File: src/rtl/qs_fifo_drain.sv
// Pop-side drain engine for qs_fifo: pops head words into a 2-entry skid buffer
// and presents them on a registered valid/ready stream, with flush and a delivery counter.
module qs_fifo_drain #(
    parameter int DATA_W = 8,
    parameter int CNT_W  = 16
) (
    input  logic              clk,
    input  logic              reset_n,
    input  logic              enable_i,
    input  logic              flush_i,
    input  logic              fifo_empty_i,
    input  logic [DATA_W-1:0] fifo_pop_data_i,
    output logic              fifo_pop_o,
    output logic              out_valid_o,
    output logic [DATA_W-1:0] out_data_o,
    input  logic              out_ready_i,
    output logic [CNT_W-1:0]  count_o,
    output logic              busy_o
);

    typedef enum logic [1:0] {
        ST_IDLE   = 2'd0,
        ST_STREAM = 2'd1,
        ST_FLUSH  = 2'd2
    } state_t;

    state_t            state_q, state_d;
    logic [1:0]        occ_q, occ_d;
    logic [DATA_W-1:0] head_q, head_d;
    logic [DATA_W-1:0] tail_q, tail_d;
    logic [CNT_W-1:0]  count_q, count_d;
    logic              busy_q, busy_d;
    logic              push;
    logic              pull;

    // In FLUSH the pop is not gated by occupancy because popped words are dropped.
    always_comb begin
        fifo_pop_o = 1'b0;
        case (state_q)
            ST_STREAM: fifo_pop_o = !fifo_empty_i && (occ_q < 2'd2);
            ST_FLUSH:  fifo_pop_o = !fifo_empty_i;
            default:   fifo_pop_o = 1'b0;
        endcase
    end

    assign push        = fifo_pop_o && (state_q == ST_STREAM);
    assign out_valid_o = (occ_q != 2'd0);
    assign pull        = out_valid_o && out_ready_i;
    assign out_data_o  = head_q;
    assign count_o     = count_q;
    assign busy_o      = busy_q;

    always_comb begin
        state_d = state_q;
        occ_d   = occ_q;
        head_d  = head_q;
        tail_d  = tail_q;
        count_d = count_q;
        if (flush_i) begin
            // Flush wins over everything, including a transfer completing this cycle.
            state_d = ST_FLUSH;
            occ_d   = 2'd0;
        end else begin
            case (state_q)
                ST_IDLE:   if (enable_i) state_d = ST_STREAM;
                ST_STREAM: if (!enable_i) state_d = ST_IDLE;
                ST_FLUSH:  if (fifo_empty_i) state_d = enable_i ? ST_STREAM : ST_IDLE;
                default:   state_d = ST_IDLE;
            endcase
            if (pull) count_d = count_q + CNT_W'(1);
            case ({push, pull})
                2'b10: begin
                    if (occ_q == 2'd0) head_d = fifo_pop_data_i;
                    else               tail_d = fifo_pop_data_i;
                    occ_d = occ_q + 2'd1;
                end
                2'b01: begin
                    head_d = tail_q;
                    occ_d  = occ_q - 2'd1;
                end
                2'b11:   head_d = fifo_pop_data_i;
                default: ;
            endcase
        end
        busy_d = (state_d == ST_FLUSH) || (occ_d != 2'd0);
    end

    always_ff @(posedge clk or negedge reset_n) begin
        if (!reset_n) begin
            state_q <= ST_IDLE;
            occ_q   <= 2'd0;
            head_q  <= '0;
            tail_q  <= '0;
            count_q <= '0;
            busy_q  <= 1'b0;
        end else begin
            state_q <= state_d;
            occ_q   <= occ_d;
            head_q  <= head_d;
            tail_q  <= tail_d;
            count_q <= count_d;
            busy_q  <= busy_d;
        end
    end

endmodule

File: config.mk
export PLATFORM = sky130hd
export DESIGN_NAME = qs_fifo_drain
export DESIGN_NICKNAME = d
export VERILOG_FILES = /design/src/rtl/qs_fifo_drain.sv
export SDC_FILE = /design/constraint.sdc
export NUM_CORES = 1
export LEC_CHECK = 0
export BUFFER_PORTS_ARGS = -buffer_cell sky130_fd_sc_hd__buf_2
export CAP_MARGIN = 0
export CORE_MARGIN = 1.5
export CORE_UTILIZATION = 50
export CTS_BUF_LIST = sky130_fd_sc_hd__clkbuf_4 sky130_fd_sc_hd__clkbuf_8
export CTS_CLUSTER_SIZE = 24
export DETAILED_ROUTE_END_ITERATION = 10
export PLACE_DENSITY = 0.75
export SYNTH_ARGS = -nofsm -noshare
export SYNTH_HDL_FRONTEND = slang
export SYNTH_SLANG_ARGS = --single-unit
export TNS_END_PERCENT = 20
File: constraint.sdc
create_clock -name clk -period 3.1 [get_ports clk]
set_clock_uncertainty 0.2 [all_clocks]
set_input_delay 0.155 -clock clk [delete_from_list [all_inputs] [get_ports clk]]
set_output_delay 0.155 -clock clk [all_outputs]
set_load 0.01 [all_outputs]
; ---- Word-level counts from Yosys, hierarchy flattened
; Index checks and enable logic that the tools add are counted.
[classes]
n_eq_ne = 7
div = 0
mux = 11
addsub = 3
shift = 0
bitwise = 2
order_cmp = 1
multipliers = 0
n_reduce_logical = 13
[op_table]
columns = operator, n
row1 = $pmux W8 S3, 1
row2 = $add A16 B1 Y16 const B, 1
row3 = $mux W2, 5
row4 = $eq A2 B2 Y1 const B, 4
row5 = $mux W8, 1
row6 = $pmux W2 S3, 1
row7 = $reduce_and A3 Y1, 2
row8 = $eq A2 B1 Y1 const B, 2
row9 = $logic_not A2 Y1, 2
row10 = $pmux W2 S2, 1
row11 = $reduce_bool A2 Y1, 2
row12 = $logic_and A1 B1 Y1, 3
row13 = $reduce_bool A3 Y1, 1
row14 = $add A2 B1 Y2 const B, 1
row15 = $lt A2 B2 Y1 const B, 1
row16 = $ne A2 B2 Y1 const B, 1
row17 = $not A1 Y1, 2
row18 = $pmux W1 S2, 1
row19 = $reduce_and A2 Y1, 1
row20 = $sub A2 B1 Y2 const B, 1
row21 = $logic_not A1 Y1, 1
row22 = $logic_or A1 B1 Y1, 1
row23 = $mux W1, 1
[totals]
ram_bits = 0
mem_bits_ro = 0
register_bits = 37
word_cells = 43
latch_bits = 0
memories = 0
out_inout_bits = 27
inputBits = 14

; ---- Longest topological paths before layout
[logic_depth]
ltp_word = 9
depth_mapped = 11
depth_no_buf = 10

; ---- Least setup slack after synthesis
; No wires, ideal clock.
[synth_timing]
path_kind = register to register
startpoint = register state_q[1]
endpoint = register busy_q, in the netlist busy_o
setup_slack_ps = 569
synth_period_minus_slack_ps = 2531
setup_time_ps = 120
t_required_ps = 2780
path_stages_with_launch = 11
n_path_buf = 1
arrival_time_ps = 2211
path_cell_list = dfrtp_1 > inv_1 > ha_1 > a21oi_1 > nor3b_1 > nand2_1 > ha_1 > buf_2 > nor4b_1 > o21bai_1 > a41o_1
[synth_between]
elab_chain_len = 8
word_cells_on_any_way = 17
cone_classes = 5 x eq/ne / 8 x mux / 4 x reduce/logical
[synth_rtl]
columns = item, line_no
row1 = start: declaration, 27  ; state_t state_q, state_d;
row2 = start signal: assignment, 97  ; state_q <= state_d;
row3 = $eq A2 B2 Y1 or $eq A2 B1 Y1 (tied branches), 39  ; case (state_q)
row4 = $pmux W1 S2 (*), 39
row5 = named net fifo_pop_o, 13  ; output logic fifo_pop_o,
row6 = $logic_and A1 B1 Y1 (*), 46  ; assign push = fifo_pop_o && (state_q == ST_STREAM);
row7 = $eq A2 B1 Y1 or $eq A2 B2 Y1 (tied branches), 71  ; case ({push, pull})
row8 = $pmux W2 S2 (*), 71
row9 = $mux W2 (*), 59  ; if (flush_i) begin
row10 = $reduce_bool A2 Y1 (*), 85  ; busy_d = (state_d == ST_FLUSH) || (occ_d != 2'd0);
row11 = $logic_or A1 B1 Y1 (*), 85
row12 = named net busy_d, 32  ; logic busy_q, busy_d;
row13 = end signal: assignment, 102  ; busy_q <= busy_d;
row14 = end: declaration, 32
; Mark *: on every way through the listed nets, which the timed path passes. The rest lies on a longest branch.
; A chain may end at the register's enable or synchronous reset.

; ---- Worst setup path in the final report
[layout_timing]
startpoint = register state_q[0]
endpoint = register busy_q, in the netlist busy_o
[layout_between]
elab_chain_len = 8
word_cells_on_any_way = 17
cone_classes = 5 x eq/ne / 8 x mux / 4 x reduce/logical
[layout_rtl]
columns = item, line_no
row1 = $eq A2 B2 Y1 or $eq A2 B1 Y1 (tied branches), "39, 64, 46"
row2 = $pmux W1 S2, 39
row3 = $logic_and A1 B1 Y1, 46
row4 = $eq A2 B1 Y1 or $eq A2 B2 Y1 (tied branches), 71
row5 = $pmux W2 S2, 71
row6 = $mux W2, 59
row7 = $reduce_bool A2 Y1, 85
row8 = $logic_or A1 B1 Y1 (*), 85
row9 = named net busy_d, 32
; Marked as above.

==> metrics.csv <==
stage,metric,value,unit
floorplan,ios,41,
critical_path,regToRegSetupSlack,0.36,ns
global_route,grt_first_pass_wirelength,6000,µm
timing,hold_violations,0,
route,dr.pass1.iters,4,
critical_path,crit_fanout,11,
layout,nets,230,
power,ir_worst_vdd,253,µV
floorplan,fp.dieW,63.0,µm
timing,fin_crit,2.74,ns
clock_network,cts_root_buffer,clkbuf_4,
floorplan,core,0.00339,mm²
clock_network,clockBufferDepth,2,
route,wl_per_cell,13.8,µm
layout,area_growth,21.9,%
clock_network,htree_num_levels,2,
floorplan,fp.dieArea,0.00397,mm²
floorplan,die_y,63.0,µm
placement,dp_cells,237,
logic_synthesis,synth_cell_type_count,35,
power,powerDensity,478,mW/mm²
layout,drive_above_1_share,30.1,%
timing,max_freq,365,MHz
hold_path,holdPathEnd,state_q[0],
logic_synthesis,yosys_warnings,0,
clock_network,clkLatencyLatePin,0.34,ns
placement,placement.io_buffers,40,
clock_network,cts_resized,0,
critical_path,r2r-start,state_q[0],
critical_path,r2r-end,busy_o,
hold_path,hold_start,fifo_empty_i,
route,ant_nets,0,
timing,slew_headroom,47.8,%
power,power.leakage,1.11,nW
timing,setup_tns,0,ns
clock_network,clock_sinks,37,
critical_path,cp_data_arrival_time,2.77,ns
layout,instances_no_fill,255,
global_route,grt_start_max_net_pins,38,
route,wirelength,3510,µm
critical_path,crit_type,flip-flop to flip-flop,
placement,post-dp-hpwl,2540,µm
timing,final_max_slew_viol_count,0,
route,drt-initial-drc-count,41,
timing,rsz0062_at_grt,false,
route,viasPerCell,5.25,
clock_network,clk_pin_slew_worst_paths,0.10,ns
logic_synthesis,syn_area_per_cell,11.5,µm²
logic_synthesis,yosysSeqAreaShare,51.4,%
critical_path,r2r_cells,9,
critical_path,cp-start-kind,flip-flop,
placement,place_congestion,0.789,
layout,n_antenna_cell,0,
route,vias,1339,
hold_path,hold_depth,3,
floorplan,start_util,53.2,%
global_route,grt_use_total,19.3,%
flow_run,maxCapViolations,0,
floorplan,rows,21,
timing,final-setup-viol-count,0,
logic_synthesis,syn-num-nets,178,
global_route,antenna_found_initial,0,
timing,hold_ws,0.0620,ns
run_status,status,"complete, no violations",
hold_path,hold_path_class,input pin to flip-flop,
timing,worst_pin_slew,0.783,ns
critical_path,critical_path.endpoint_type,flip-flop,
route,drc,0,
critical_path,crit_required,3.13,ns
logic_synthesis,ys_ff_latch,37,
global_route,grt.overflow.total,0,
global_route,grt_pass1_vias,1374,
critical_path,startpoint,state_q[0],
timing,period_share,88.5,%
logic_synthesis,synthCells,156,
logic_synthesis,syn_area,0.00180,mm²
clock_network,tritoncts,yes,
layout,n_fill_cell,287,
clock_network,cts_buffers,5,
-- flip-flops by register name, summed over array words and instances (netlist names) --
name and flops:
tail_q 8, count_o 16, occ_q 2, busy_o 1
state_q 2, out_data_o 8
-- cells by family (layout without fill, tap and decap cells) --
family	after synthesis	in the layout	share of synthesized area [%]
AO/OA/AOI/OAI	20	20	6.74
XOR/XNOR	17	17	8.26
adder cells (fa/ha/maj)	8	8	5.56
buffers and inverters	10	63	2.92
flip-flops	37	37	51.4
multiplexers	17	17	10.1
AND/OR/NAND/NOR	47	47	15.1
-- per-stage QoR --
stage                     worst slack [ns]  cell area, µm²  total power, W  utilization [%]
after detailed placement             0.413            2030        0.000772             59.8
after global routing                 0.147            2200         0.00111             64.8
after floorplan                      0.569            1800        0.000678                -
after global placement               0.583            2030        0.000759             59.8
after CTS                            0.412            2200         0.00106             64.8
final                                0.357            2200         0.00105             64.8
-- cell usage in the layout, fill, tap and decap left out, drive strengths merged, types with 3 or more instances in the layout --
cell,count
buf,40
dfrtp,37
nand2,15
xnor2,14
o21ai,11
dlygate4sd3,10
mux2,9
mux2i,8
ha,8
nand3,7
clkbuf,7
inv,5
a21oi,4
nand4,4
nor2,4
nand2b,3
xor2,3
and3,3
-- synth_stat cells --
cell type   n  share of area, %
dfrtp_1    37                51
nand2_1    15               3.1
xnor2_1    14               6.8
o21ai_0    10               2.8
mux2_2      9               5.6
ha_1        8               5.6
mux2i_1     8               4.4
nand3_1     7               1.9
inv_1       5               1.0
a21oi_1     4               1.1
nand4_1     4               1.4
and3_1      3               1.0
buf_2       3              0.83
nand2b_1    3               1.0
nor2_1      3              0.62
xor2_1      3               1.5
and4_1      2              0.97
a311oi_1    1              0.49
a31o_2      1              0.49
a41o_1      1              0.56
and2_1      1              0.35
buf_4       1              0.42
buf_6       1              0.62
nand3b_1    1              0.42
nor2_2      1              0.35
nor3_1      1              0.28
nor3_4      1              0.90
nor3b_1     1              0.42
nor3b_4     1               1.0
nor4b_1     1              0.49
o21a_1      1              0.42
o21ai_2     1              0.49
o21bai_1    1              0.42
or2_2       1              0.35
or3_1       1              0.35
-- how the worst max path moves through the flow --
stage / endpoint / depth (start not counted)
floorplan: busy_o / 10
global placement: tail_q[3] / 9
detailed placement: tail_q[4] / 9
CTS: busy_o / 9
global route: occ_q[1] / 9
finish: busy_o / 9
-- what timing repair did --
item,in CTS,in global routing
hold buffers,10,0
setup buffers,0,0
endpoints found under the hold margin,56,0
-- power by group --
| part | leakage, nW | switching [W] | internal, W |
|---|---|---|---|
| clock | 0.0413 | 0.000149 | 0.000131 |
| combinational | 0.565 | 0.000110 | 0.0000891 |
| sequential | 0.505 | 0.0000337 | 0.000537 |
-- worst max-delay path: stages (launching register included) --
cell and delay [ns]:
dfrtp_1 0.43, inv_1 0.12, ha_1 0.21, a21oi_1 0.06
nor3b_1 0.35, nand2_1 0.15, ha_1 0.43, nor4b_1 0.35
o21bai_1 0.12, a41o_1 0.21
-- final cells by class --
| type | count | area, µm² | share of cell area, % |
|---|---|---|---|
| multi-input cells | 109 | 823 | 37.5 |
| repair buffers | 50 | 300 | 13.7 |
| inverters | 5 | 18.8 | 0.855 |
| flip-flops and latches | 37 | 926 | 42.2 |
| clock inverters | 1 | 5.00 | 0.228 |
| well taps | 46 | 57.6 | 2.62 |
| clock buffers | 7 | 65.1 | 2.96 |
-- per-layer routing --
metal / track usage (%) / wire length [µm] / share of wire, %
met1: 22.3 / 1510 / 43
met2: 33.6 / 1790 / 51
met3: 4.50 / 146 / 4.2
met4: 9.17 / 65 / 1.9
met5: 0 / 0 / 0
(Power assumes the default switching activity.)
